[src/rtl/dtree_pkg.sv]
// Shared constants and state encoding for the decision-tree interface blocks.
// Every block that talks to the combinational tree sizes its buses from here.
package dtree_pkg;

  typedef enum logic [1:0] {
    LOAD = 2'd0,
    DROP = 2'd1,
    EVAL = 2'd2,
    OUT  = 2'd3
  } dtree_state_t;

  localparam int DTREE_NUM_FEAT = 5;
  localparam int DTREE_FEAT_W   = 8;
  localparam int DTREE_CLASS_W  = 5;

  // Bits needed to index n items, never less than one so n=1 still gives a legal vector.
  function automatic int dtree_width(input int n);
    return (n > 1) ? $clog2(n) : 1;
  endfunction

endpackage

[src/rtl/dtree_feature_loader.sv]
// Assembles a byte-stream sample onto the tree's parallel feature bus, waits for the tree
// to settle, then holds the captured class index on a valid/ready output until accepted.
module dtree_feature_loader
  import dtree_pkg::*;
#(
  parameter int NUM_FEAT = DTREE_NUM_FEAT,
  parameter int FEAT_W   = DTREE_FEAT_W,
  parameter int CLASS_W  = DTREE_CLASS_W,
  parameter int TREE_LAT = 0,
  parameter int CNT_W    = 16
) (
  input  logic                       clk,
  input  logic                       rst,
  input  logic                       s_valid,
  input  logic [FEAT_W-1:0]          s_data,
  input  logic                       s_last,
  output logic                       s_ready,
  output logic [NUM_FEAT*FEAT_W-1:0] feat_bus,
  output logic                       feat_valid,
  input  logic [CLASS_W-1:0]         class_in,
  output logic                       m_valid,
  output logic [CLASS_W-1:0]         m_class,
  input  logic                       m_ready,
  output logic                       err_frame,
  output logic [CNT_W-1:0]           sample_cnt
);

  localparam int IDX_W = dtree_width(NUM_FEAT);
  localparam int SET_W = dtree_width(TREE_LAT + 1);
  localparam logic [IDX_W-1:0] IDX_LAST = IDX_W'(NUM_FEAT - 1);
  localparam logic [SET_W-1:0] SET_INIT = SET_W'(TREE_LAT);

  dtree_state_t        state_reg;
  logic [IDX_W-1:0]    idx_reg;
  logic [SET_W-1:0]    settle_reg;
  logic                s_ready_reg;
  logic                feat_valid_reg;
  logic                m_valid_reg;
  logic [CLASS_W-1:0]  m_class_reg;
  logic                err_frame_reg;
  logic [CNT_W-1:0]    sample_cnt_reg;

  logic s_xfer;
  logic m_xfer;
  logic load_xfer;

  // s_ready_reg is only ever high in LOAD/DROP, so these never depend on s_valid combinationally.
  assign s_xfer    = s_valid & s_ready_reg;
  assign load_xfer = s_xfer & (state_reg == LOAD);
  assign m_xfer    = m_valid_reg & m_ready;

  always_ff @(posedge clk) begin
    if (rst) begin
      state_reg      <= LOAD;
      idx_reg        <= '0;
      settle_reg     <= '0;
      s_ready_reg    <= 1'b0;
      feat_valid_reg <= 1'b0;
      m_valid_reg    <= 1'b0;
      m_class_reg    <= '0;
      err_frame_reg  <= 1'b0;
      sample_cnt_reg <= '0;
    end else begin
      err_frame_reg <= 1'b0;
      case (state_reg)
        LOAD: begin
          s_ready_reg <= 1'b1;
          if (s_xfer) begin
            if (idx_reg == IDX_LAST) begin
              idx_reg <= '0;
              if (s_last) begin
                state_reg      <= EVAL;
                settle_reg     <= SET_INIT;
                s_ready_reg    <= 1'b0;
                feat_valid_reg <= 1'b1;
              end else begin
                err_frame_reg <= 1'b1;
                state_reg     <= DROP;
              end
            end else if (s_last) begin
              err_frame_reg <= 1'b1;
              idx_reg       <= '0;
            end else begin
              idx_reg <= idx_reg + IDX_W'(1);
            end
          end
        end

        // Swallow the tail of an over-long frame; its error was already flagged.
        DROP: begin
          s_ready_reg <= 1'b1;
          if (s_xfer && s_last) begin
            state_reg <= LOAD;
          end
        end

        EVAL: begin
          s_ready_reg <= 1'b0;
          if (settle_reg == '0) begin
            m_class_reg    <= class_in;
            m_valid_reg    <= 1'b1;
            feat_valid_reg <= 1'b0;
            state_reg      <= OUT;
          end else begin
            settle_reg <= settle_reg - SET_W'(1);
          end
        end

        OUT: begin
          if (m_xfer) begin
            m_valid_reg    <= 1'b0;
            sample_cnt_reg <= sample_cnt_reg + CNT_W'(1);
            idx_reg        <= '0;
            s_ready_reg    <= 1'b1;
            state_reg      <= LOAD;
          end
        end

        default: begin
          state_reg <= LOAD;
        end
      endcase
    end
  end

  // One register lane per feature; a lane only changes when its byte arrives in LOAD.
  genvar gi;
  generate
    for (gi = 0; gi < NUM_FEAT; gi++) begin : g_lane
      logic [FEAT_W-1:0] lane_reg;

      always_ff @(posedge clk) begin
        if (rst) begin
          lane_reg <= '0;
        end else if (load_xfer && (idx_reg == IDX_W'(gi))) begin
          lane_reg <= s_data;
        end
      end

      assign feat_bus[gi*FEAT_W +: FEAT_W] = lane_reg;
    end
  endgenerate

  assign s_ready    = s_ready_reg;
  assign feat_valid = feat_valid_reg;
  assign m_valid    = m_valid_reg;
  assign m_class    = m_class_reg;
  assign err_frame  = err_frame_reg;
  assign sample_cnt = sample_cnt_reg;

endmodule

[config.mk]
export PLATFORM = sky130hd
export DESIGN_NAME = dtree_feature_loader
export DESIGN_NICKNAME = d
export VERILOG_FILES = /design/src/rtl/dtree_pkg.sv /design/src/rtl/dtree_feature_loader.sv
export SDC_FILE = /design/constraint.sdc
export NUM_CORES = 1
export LEC_CHECK = 0
export BUFFER_PORTS_ARGS = -buffer_cell sky130_fd_sc_hd__buf_2
export CAP_MARGIN = 5
export CORE_ASPECT_RATIO = 1.4
export CORE_MARGIN = 3
export CORE_UTILIZATION = 30
export CTS_CLUSTER_SIZE = 30
export DETAILED_ROUTE_END_ITERATION = 8
export PLACE_DENSITY = 0.49
export SLEW_MARGIN = 20
export SYNTH_ARGS = -nofsm -noshare
export SYNTH_HDL_FRONTEND = slang
export SYNTH_SLANG_ARGS = --single-unit
[constraint.sdc]
create_clock -name clk -period 2.17 [get_ports clk]
set_input_delay 0.1085 -clock clk [delete_from_list [all_inputs] [get_ports clk]]
set_output_delay 0.1085 -clock clk [all_outputs]
set_load 0.02 [all_outputs]
==> impl_metrics.tcl, run 1 <==
set metrics [dict create \
    outcome "finished, final reports clean" \
    reg2reg_to "sample_cnt[14]" \
    setup_viol 0 \
    netlist_area_mm2 0.00278 \
    root_buffer "clkbuf_16" \
    dr.max_layer_used "met4" \
    synthFlopType "dfxtp_1" \
    worst_pin_slew_ns 0.585 \
    cp_top_family "simple AND/OR/NAND/NOR gates" \
    wire_per_inst_um 13.9 \
    synth_top_area_share_pct 50.5 \
    hold_end "m_class[1]" \
    maxCapViolations 0 \
    grt_usage_pct 13.3 \
    power_leakage_nw 1.70 \
    clock_sinks 70 \
    critPathKind "flop to flop" \
    ys_warn_count 0 \
    wl_met3_um 441 \
    drtIter0Drc 85 \
    cp_slowest_stage_delay_ns 0.60 \
    routed_wl_mm 6.80 \
    rows 40 \
    grt_start_max_net_pins 32 \
    cts_setup_buffers 0 \
    maxSlewHeadroom_pct 61.0 \
    cts_buffer_depth 2 \
    ys_ff_latch 70 \
    dp_hpwl_mm 4.84 \
    min_path_type "input pin to flop" \
    drt-vias-per-instance 4.81 \
    port_buffers 82 \
    gp_congestion 0.715 \
    largest_reg_flops 40 \
    wl_met2_mm 3.19 \
    synth_edf_count 0 \
    post-route-min-period_ns 1.71 \
    p_per_area_mw_per_mm2 788 \
    skew_ns 0.00629 \
    wl_met1_mm 3.07 \
    synth_area_leaders "dfxtp_1 (50%), mux2i_1 (13%), nor2_1 (7.4%)" \
    worstSkewPairLatency_ns 0.33 \
    htreeDepth 3 \
    cts_hold_buffers 0 \
    tns_ns 0 \
    clk_pin_slew_ns 0.06 \
    synth_area_leader_cell "dfxtp_1" \
    nNetsFinal 405 \
    ctsResizeCount 0 \
    cp_data_required_time_ns 2.37 \
    cts_tree "done" \
    crit_chain "nand4_1 > or4_1 > o21ai_1 > a21oi_1" \
    final-max-slew-violation-count 0 \
    grt_pass1_wl_mm 10.9 \
    area_growth_pct 30.2 \
    max_freq_ghz 0.585 \
    reg2reg_depth 4 \
    final_common_cell "buf_2" \
    syn_nets 319 \
    firstDrtPassIters 4 \
    async_flop_share_pct 0 \
    antenna_found_initial 0 \
    avgSynthCellArea_um2 9.41 \
    max-vdd-ir-drop_mv 0.406 \
    diodes 0 \
    cts_made_buffers 9 \
    synthCells 295 \
    slowest_stage "or4_1" \
    critPathMaxFanout 9 \
    cp_data_arrival_time_ns 1.92 \
    overflow 0 \
    cp-end-kind "flop" \
    antenna_left 0 \
    finish.utilization_pct 41.1 \
    min_path_cells 3 \
    final_layout_size_suffix_gt1_share_pct 28.8 \
    dieArea_mm2 0.0105 \
    final.period_utilization_pct 78.8 \
    startpoint_type "flop" \
    drc 0 \
    r2r_start "state_reg[0]" \
    mostFrequentLayoutCells "buf_2 (82), dfxtp_1 (70), nor2_1 (55)" \
    dieHeight_um 120 \
    grt_pass1_vias 2153 \
    vias 2355 \
    initial_core_util_pct 31.5 \
    io_pins 83 \
    synth.distinct_cells 35 \
    core_mm2 0.00881 \
    rsz0062_at_grt "false" \
    min_from "class_in[1]" \
    cp_num_buf_inv 0 \
    die_w_um 87.3 \
    hold_viol 0 \
    yosysSeqAreaShare_pct 50.5 \
    ff2ff_setup_slack_ns 0.46 \
]
how the worst max path moves through the flow:
| stage | startpoint | end | slack [ns] | cells past startpoint |
|---|---|---|---|---|
| finish | state_reg[0] | sample_cnt[14] | 0.46 | 4 |
| global placement | s_ready | g_lane[1].lane_reg[2] | 0.45 | 5 |
| global route | state_reg[1] | sample_cnt[12] | 0.29 | 4 |
| floorplan | s_ready | idx_reg[2] | 0.53 | 6 |
| detailed placement | state_reg[0] | sample_cnt[14] | 0.44 | 4 |
| CTS | state_reg[1] | sample_cnt[14] | 0.43 | 4 |
metal layers:
| layer | global-route usage [%] | up-vias |
|---|---|---|
| met3 | 4.74 | 7 |
| met1 | 16.4 | 1088 |
| li1 | - | 1191 |
| met4 | 5.18 | 0 |
| met5 | 0 | - |
| met2 | 20.8 | 69 |
worst register-to-register path, cell delays in order, from the launching register on:
cell and delay [ns]:
dfxtp_1 0.50, nand4_1 0.27, or4_1 0.60, o21ai_1 0.15
a21oi_1 0.07
metrics by stage:
stage / area, um^2 / total power [W] / hold slack, ns / worst slack, ns / std cells
2_1_floorplan: 2780 / 0.00140 / 0.252 / 0.525 / 295
3_3_place_gp: 3330 / 0.00146 / 0.346 / 0.454 / 475
3_5_place_dp: 3330 / 0.00146 / 0.354 / 0.444 / 475
4_1_cts: 3620 / 0.00290 / 0.00495 / 0.434 / 490
5_1_grt: 3620 / 0.00297 / 0.0176 / 0.289 / 490
6_report: 3620 / 0.00285 / 0.0143 / 0.459 / 490
cell usage after synthesis, types with 5 or more instances:
cell type  number
inv_1           5
a21oi_1        19
nand2_1        22
nor2_1         55
nand3_1        12
dfxtp_1        70
nand4_1         5
clkbuf_1       11
mux2i_1        37
ha_1            6
nor3_1          5
xnor2_1         5
xor2_1          5
layout make-up:
class	instances	area, um^2
Timing Repair Buffer	89	463
Inverter	5	18.8
Tap cell	105	131
Clock buffer	9	225
Multi-Input combinational cell	206	1310
Sequential cell	70	1400
Fill cell	932	5190
Clock inverter	6	63.8
cell families (layout without fill, tap and decap cells):
| group | after synthesis | count (layout) | share of synthesized area (%) |
|---|---|---|---|
| xor+xnor | 10 | 10 | 3.15 |
| fa+ha+maj | 6 | 6 | 2.70 |
| flops | 70 | 70 | 50.5 |
| simple gates | 122 | 122 | 21.3 |
| buf+inv | 19 | 109 | 2.79 |
| mux | 37 | 37 | 13.3 |
| compound gates | 31 | 31 | 6.22 |
report_power, final:
part / internal, W / switching [W] / leakage, nW
Clock: 0.000880 / 0.000541 / 0.137
Combinational: 0.0000439 / 0.0000807 / 0.993
Sequential: 0.00130 / 0.00000726 / 0.565
Total: 0.00222 / 0.000629 / 1.70
Note: power is estimated with default switching activity, not from simulation.
==> run 2: changes to the inputs <==
==> constraint.sdc (replaced) <==
create_clock -name clk -period 1.8 [get_ports clk]
set_input_delay 0.09 -clock clk [delete_from_list [all_inputs] [get_ports clk]]
set_output_delay 0.09 -clock clk [all_outputs]
set_load 0.02 [all_outputs]
==> run 2 against run 1 <==
  * Non-clock buffer count grew 8
  * Largest cell class unchanged
  * Clock-buffer cell count increased by 5
  * Maximum frequency grew 3.9%
  * Critical path type unchanged
==> impl_metrics.tcl, run 2 (same netlist as run 1, synthesis figures left out) <==
set metrics [dict create \
    outcome "finished, final reports clean" \
    power_leakage_nw 1.75 \
    largest_reg_flops 40 \
    cp_top_family "simple AND/OR/NAND/NOR gates" \
    setup_viol 0 \
    crit_chain "and4_1 > nand4_1 > or4_1 > a21oi_1" \
    dieArea_mm2 0.0105 \
    seqPwrFrac_pct 44.3 \
    worst_pin_slew_ns 0.429 \
    final_layout_size_suffix_gt1_share_pct 29.2 \
    worstSkewPairLatency_ns 0.33 \
    startpoint_type "flop" \
    final_common_cell "buf_2" \
    cp.depth 4 \
    skew_ns 0.00609 \
    cts_buffer_depth 2 \
    maxCapViolations 0 \
    final.period_utilization_pct 91.4 \
    cp_slowest_stage_delay_ns 0.52 \
    gp_congestion 0.760 \
    drc 0 \
    mostFrequentLayoutCells "buf_2 (82), dfxtp_1 (70), nor2_1 (55)" \
    cts_setup_buffers 0 \
    p_int_w 0.00281 \
    cp_num_buf_inv 0 \
    dp_hpwl_mm 5.04 \
    antenna_left 0 \
    max_freq_ghz 0.608 \
    cp-end-kind "flop" \
    min_path_cells 3 \
    cts_made_buffers 9 \
    core_mm2 0.00881 \
    p_clk_share_pct 51.3 \
    cp_data_arrival_time_ns 1.91 \
    slowest_stage "or4_1" \
    grt_pass1_vias 2292 \
    final-max-slew-violation-count 0 \
    die_w_um 87.3 \
    pwr-share-comb_pct 4.4 \
    cp_data_required_time_ns 2.06 \
    post-route-min-period_ns 1.65 \
    root_buffer "clkbuf_16" \
    maxSlewHeadroom_pct 71.4 \
    dieHeight_um 120 \
    hold_viol 0 \
    p_sw_share_pct 20.8 \
    finalWorstSetupSlack_ns 0.154 \
    overflow 0 \
    cts_tree "done" \
    grt_pass1_wl_mm 11.5 \
    max-vdd-ir-drop_mv 0.510 \
    rsz0062_at_grt "false" \
    nNetsFinal 413 \
    drtIter0Drc 72 \
    htreeDepth 3 \
    drt-vias-per-instance 4.74 \
    tns_ns 0 \
    power.switching_w 0.000740 \
    initial_core_util_pct 31.5 \
    diodes 0 \
    wire_per_inst_um 14.1 \
    reg2reg_depth 4 \
    critPathKind "flop to flop" \
    port_buffers 82 \
    clock_sinks 70 \
    p_per_area_mw_per_mm2 956 \
    min_path_type "input pin to flop" \
    firstDrtPassIters 4 \
    grt_start_max_net_pins 41 \
    grt_usage_pct 14.2 \
    io_pins 83 \
    antenna_found_initial 0 \
    vias 2364 \
    critPathMaxFanout 6 \
    rows 40 \
    area_growth_pct 33.8 \
    routed_wl_mm 7.03 \
    dp_slack_ns 0.143 \
    clk_pin_slew_ns 0.06 \
]
run 2: cell count changes in the layout (fill, tap and decap cells not counted):
cell / previous run / this run
clkinv_2: 2 / 0
buf_4: 7 / 11
clkbuf_8: 0 / 3
clkinvlp_4: 2 / 0
dlygate4sd3_1: 0 / 4
clkbuf_1: 0 / 2
nor4_2: 1 / 2
nor4_1: 1 / 0
run 2: cell type report:
type | count | area (um^2)
Clock buffer | 14 | 274
Fill cell | 901 | 5090
Multi-Input combinational cell | 206 | 1320
Tap cell | 105 | 131
Timing Repair Buffer | 97 | 533
Clock inverter | 2 | 38.8
Inverter | 5 | 18.8
Sequential cell | 70 | 1400
run 2: worst paths after layout:
check | from | slack (ns) | endpoint
max | sample_cnt[5] | 0.15 | sample_cnt[13]
min reg2reg | g_lane[3].lane_reg[5] | 0.45 | g_lane[3].lane_reg[5]
min | class_in[4] | 0.009 | m_class[4]
max reg2reg | sample_cnt[5] | 0.15 | sample_cnt[13]
run 2: metal layers:
| layer | track usage, % | up-vias | wire length, um |
|---|---|---|---|
| met5 | 0 | - | 0 |
| met4 | 8.35 | 0 | 167 |
| met3 | 4.88 | 12 | 561 |
| met2 | 21.7 | 67 | 3280 |
| met1 | 16.9 | 1078 | 3020 |
| li1 | - | 1207 | - |
run 2: power groups by stage:
stage               Sequential [W]  Clock, W  Combinational [W]
floorplan                  0.00162         0          0.0000676
CTS                        0.00157   0.00189           0.000161
global placement           0.00161         0           0.000153
finish                     0.00157   0.00182           0.000157
global route               0.00157   0.00194           0.000175
detailed placement         0.00161         0           0.000154
run 2: worst reg2reg max path, cell delays in order, from the launching register on:
cell	delay, ns
dfxtp_1	0.43
and4_1	0.26
nand4_1	0.23
or4_1	0.52
a21oi_1	0.14
run 2: through the flow:
step | power [W] | instance area [um^2] | std cells | hold WS, ns | util, %
after floorplan | 0.00169 | 2780 | 295 | 0.234 | -
after CTS | 0.00362 | 3710 | 499 | 0.00289 | 42.1
after global routing | 0.00369 | 3720 | 499 | 0.0194 | 42.2
after detailed placement | 0.00176 | 3360 | 479 | 0.340 | 38.1
final | 0.00355 | 3720 | 499 | 0.00934 | 42.2
after global placement | 0.00176 | 3360 | 479 | 0.330 | 38.1
run 2: repair_timing:
item                                    CTS  global route
hold endpoints to repair                  4             0
hold buffers                              4             0
endpoints found under the setup margin    0             1
resized for setup                         0             1
